<file path="src/rtl/seq_detector_param.sv">
// Parametrised serial bit-pattern detector.
// Consumes one bit per cycle when en=1 and raises out (Mealy, same cycle)
// when the last LEN consumed bits equal PATTERN. Also keeps a registered
// sticky found flag and a saturating match counter, both cleared by clear.
module seq_detector_param #(
  parameter int             LEN     = 4,
  parameter logic [LEN-1:0] PATTERN = 4'b1001,
  parameter bit             OVERLAP = 1'b1,
  parameter bit             STICKY  = 1'b1,
  parameter int             CNT_W   = 8
) (
  input  logic             clk,
  input  logic             rst,
  input  logic             en,
  input  logic             data,
  input  logic             clear,
  output logic             out,
  output logic             found,
  output logic [CNT_W-1:0] match_count
);

  // fill counts valid history bits and tops out at LEN-1
  localparam int                FILL_W   = $clog2(LEN) + 1;
  localparam logic [FILL_W-1:0] FILL_MAX = FILL_W'(LEN - 1);

  logic [LEN-2:0]    hist_reg;
  logic [LEN-2:0]    hist_next;
  logic [LEN-2:0]    hist_shift;
  logic [FILL_W-1:0] fill_reg;
  logic [FILL_W-1:0] fill_next;
  logic              found_reg;
  logic              found_next;
  logic [CNT_W-1:0]  count_reg;
  logic [CNT_W-1:0]  count_next;
  logic              match;

  // History shifted by one consumed bit, newest bit entering at position 0.
  // Written per bit so that LEN=2 (single-bit history) needs no special case.
  assign hist_shift[0] = data;
  generate
    for (genvar gi = 1; gi < LEN - 1; gi++) begin : g_shift
      assign hist_shift[gi] = hist_reg[gi-1];
    end
  endgenerate

  // A match needs a full history plus the bit being presented right now
  assign match = en && (fill_reg == FILL_MAX) && ({hist_reg, data} == PATTERN);

  // State register: asynchronous active-low reset drops all history
  always_ff @(posedge clk or negedge rst) begin
    if (!rst) begin
      hist_reg  <= '0;
      fill_reg  <= '0;
      found_reg <= 1'b0;
      count_reg <= '0;
    end else begin
      hist_reg  <= hist_next;
      fill_reg  <= fill_next;
      found_reg <= found_next;
      count_reg <= count_next;
    end
  end

  // Next-state logic: history advances only on valid bits; clear beats match
  always_comb begin
    hist_next  = hist_reg;
    fill_next  = fill_reg;
    found_next = found_reg;
    count_next = count_reg;
    if (en) begin
      hist_next = hist_shift;
      if (match && !OVERLAP) begin
        // Non-overlapping mode: the matched bits may not seed the next match
        fill_next = '0;
      end else if (fill_reg != FILL_MAX) begin
        fill_next = fill_reg + 1'b1;
      end
    end
    if (clear) begin
      found_next = 1'b0;
      count_next = '0;
    end else if (match) begin
      found_next = 1'b1;
      if (count_reg != {CNT_W{1'b1}}) begin
        count_next = count_reg + 1'b1;
      end
    end
  end

  // Outputs: out is combinational so it rises with the final pattern bit
  always_comb begin
    out         = match | (STICKY & found_reg);
    found       = found_reg;
    match_count = count_reg;
  end

endmodule
</file>
<file path="config.mk">
export PLATFORM = sky130hd
export DESIGN_NAME = seq_detector_param
export DESIGN_NICKNAME = d
export VERILOG_FILES = /design/src/rtl/seq_detector_param.sv
export SDC_FILE = /design/constraint.sdc
export NUM_CORES = 1
export LEC_CHECK = 0
export ABC_AREA = 1
export CAP_MARGIN = 20
export CORE_MARGIN = 5
export CORE_UTILIZATION = 53
export DETAILED_ROUTE_END_ITERATION = 6
export DONT_BUFFER_PORTS = 1
export PLACE_DENSITY = 0.71
export SLEW_MARGIN = 20
export SYNTH_ARGS = -nofsm -noshare
export SYNTH_HDL_FRONTEND = slang
export SYNTH_SLANG_ARGS = --single-unit
</file>
<file path="constraint.sdc">
create_clock -name clk -period 1.5 [get_ports clk]
set_clock_uncertainty 0.05 [all_clocks]
set_input_delay 0.3 -clock clk [delete_from_list [all_inputs] [get_ports clk]]
set_output_delay 0.3 -clock clk [all_outputs]
set_load 0.05 [all_outputs]
</file>
==> results of run 1 <==
==> timing repair <==
action                                  in CTS  in global routing
pin swaps                                    2                  4
hold buffers                                 1                  1
hold endpoints to repair                    15                  1
setup buffers                                1                  3
endpoints found under the setup margin       2                  9
resized for setup                           11                 10
==> worst reg2reg max path, cell delays in order (launching register included) <==
cell and delay, ns:
dfrtp_1 0.37, ha_2 0.20, ha_4 0.13, nand2_2 0.04, inv_2 0.07, nand3_4 0.09, buf_4 0.15, buf_6 0.12
nand2_4 0.07, nand2_8 0.08, nand2_1 0.07, o21ai_0 0.07
==> worst max-delay path by stage <==
stage | from | to | slack (ns) | cells after the start
floorplan | fill_reg[0]$_DFFE_PN0P_ | fill_reg[1]$_DFFE_PN0P_ | 0.03 | 4
global placement | fill_reg[0]$_DFFE_PN0P_ | out | 0.03 | 6
detailed placement | fill_reg[0]$_DFFE_PN0P_ | out | -0.001 | 6
CTS | fill_reg[0]$_DFFE_PN0P_ | out | -0.18 | 6
global route | fill_reg[1]$_DFFE_PN0P_ | out | -0.22 | 6
finish | fill_reg[0]$_DFFE_PN0P_ | out | -0.15 | 6
==> metal layers <==
| metal | vias up | track usage (%) | part of all wire [%] |
|---|---|---|---|
| li1 | 372 | - | - |
| met1 | 335 | 21.95 | 46 |
| met2 | 25 | 22.96 | 46 |
| met3 | 5 | 3.976 | 6.2 |
| met4 | 0 | 8.072 | 2.3 |
| met5 | - | 0 | 0 |
==> per-stage QoR <==
stage	hold slack [ns]	worst slack (ns)
floorplan	-0.04559	0.02874
global placement	-0.04514	0.02540
detailed placement	-0.04518	-0.0009810
CTS	0.001174	-0.1791
global route	0.05053	-0.2245
finish	0.06316	-0.1539
==> cell families after synthesis <==
group	Yosys count	synth area share (%)
XOR/XNOR	3	3.226
AO/OA/AOI/OAI	9	5.838
multiplexers	1	1.843
buffers and inverters	15	6.912
flip-flops	15	46.08
adder cells (fa/ha/maj)	3	4.609
AND/OR/NAND/NOR	60	31.49
==> final cells by class <==
type                    instances  area share (%)
clock buffers                   4           2.428
repair buffers                 17           12.60
multi-input cells              76           43.01
well taps                      16           1.850
inverters                      15           5.202
flip-flops and latches         15           34.91
==> cell usage after synthesis <==
master	number	share of area (%)
ha_1	3	4.6
dfrtp_1	15	46
inv_2	1	0.46
nor2_1	9	4.1
nand2_1	36	17
nand3_1	10	6.1
o21bai_1	1	0.92
xnor2_1	2	2.2
or2_4	1	1.1
o21ai_0	6	3.7
nand2_2	1	0.77
xor2_1	1	1.1
nor2_2	2	1.5
a21oi_1	2	1.2
nand3_2	1	1.2
mux2_4	1	1.8
inv_1	14	6.5
==> power by group <==
| group | internal [mW] | switching, mW | leakage [nW] |
|---|---|---|---|
| logic | 0.185 | 0.140 | 0.329 |
| registers | 0.457 | 0.0300 | 0.196 |
| clock network | 0.103 | 0.130 | 0.0150 |
| total | 0.745 | 0.301 | 0.540 |
==> results.json, run 1 <==
{
  "dp.cells": 133,
  "powerDensity_mw_per_mm2": 966.2,
  "area_delta_synth_final_pct": 32.87,
  "vias": 737,
  "nets": 136,
  "drtAntennaViolNets": 0,
  "violations": "negative setup slack",
  "clkTransAtPathRegs_ns": 0.08,
  "worstSetupPathType": "reg -> out",
  "die_height_um": 49.20,
  "synthesis.area_um2": 814.5,
  "start_util_pct": 54.71,
  "clock_latency_ns": 0.29,
  "register_area_um2": 377.9,
  "clockBufferDepth": 2,
  "cp_cell_sequence": "ha_2, ha_4, nand2_2, inv_2, nand3_4, nand2_8",
  "syn_nets": 114,
  "mostFrequentLayoutCells": "nand2_1 (27), buf_4 (14), inv_1 (13), dfrtp_1 (13), nand3_1 (10)",
  "r2r_end": "match_count[3]$_DFFE_PN0P_",
  "critPathMaxStageDelay_ns": 0.40,
  "synth.avg_cell_area_um2": 7.684,
  "maxSlewViolCount": 0,
  "grt_pass1_wl_um": 3049,
  "h-tree-depth": 1,
  "netlist_instances": 106,
  "die_x_um": 49.20,
  "place_area_um2": 922.1,
  "largest_register_ffs": 8,
  "min_path_cells": 1,
  "setup_ws_ns": -0.1539,
  "detailed_place_hpwl_um": 1157,
  "cp_max_fo": 2,
  "status": "complete, but fails checks",
  "diodes": 0,
  "wl_per_cell_um": 11.80,
  "cts_root_buffer": "clkbuf_4",
  "min_to": "hist_reg[1]$_DFFE_PN0P_",
  "cp_slowest_cell": "dfrtp_1",
  "cts.sinks": 15,
  "final_common_cell": "nand2_1",
  "cp_data_required_time_ns": 1.15,
  "period_share_pct": 110.3,
  "routed_via_density": 5.154,
  "critPathArrivalTime_ns": 1.30,
  "vdd_drop_max_v": 0.0007774,
  "antenna_found_initial": 0,
  "min_from": "en",
  "reg2reg_slack_ns": -0.11,
  "utilization_pct": 72.69,
  "rr_worst_depth": 11,
  "io_pins": 15,
  "drt_iter0_drc": 19,
  "drt-total-wl_um": 1688,
  "cts_buffers": 3,
  "cts_tree": "yes",
  "route.detailed.drc": 0,
  "first_pass_iters": 4,
  "fin_area_mm2": 0.001082,
  "setup_viol": 9,
  "grt_pass1_vias": 680,
  "relSlewSlack_pct": 54.27,
  "hold_path_class": "in -> reg",
  "cp_num_buf_inv": 1,
  "core_mm2": 0.001489,
  "yosysUniqueCellTypes": 17,
  "period_needed_ns": 1.654,
  "worst_pin_slew_ns": 0.6837,
  "critPathLaunchType": "register",
  "drive_gt1_share_pct": 30.71,
  "grt_start_max_net_pins": 16,
  "multi_input_area_um2": 465.4,
  "final-hold-violation-count": 0,
  "seq_area_frac_synth_pct": 46.08,
  "grt_setup_unrepaired": "yes",
  "port_buffers": 0,
  "gp_congestion": 0.8293,
  "p_leak_nw": 0.5397,
  "r2r-start": "fill_reg[0]$_DFFE_PN0P_",
  "drv_cap": 0,
  "yosysWarnings": 0,
  "setup-tns-final_ns": -0.8341,
  "cp-end-kind": "output port",
  "grt_overflow": 0,
  "grt_util_all_layers_pct": 15.99,
  "cp_top_family": "flip-flops",
  "fp-row-count": 14,
  "ys_ff_latch": 15,
  "timing.fmax_mhz": 604.6,
  "fin_total_pwr_mw": 1.046,
  "instances_no_fill": 143,
  "die_area_mm2": 0.002421,
  "nFillCells": 114
}
Note: power is estimated with default switching activity, not from simulation.
==> inputs of run 2 (changes only) <==
--- a/config.mk
+++ b/config.mk
@@ -9,6 +9,7 @@
 export CAP_MARGIN = 20
 export CORE_MARGIN = 5
 export CORE_UTILIZATION = 53
+export CTS_CLUSTER_SIZE = 24
 export DETAILED_ROUTE_END_ITERATION = 6
 export DONT_BUFFER_PORTS = 1
 export PLACE_DENSITY = 0.71
==> results of run 2 <==
Same layout as run 1: the final DEF is identical, and so are final timing and power.
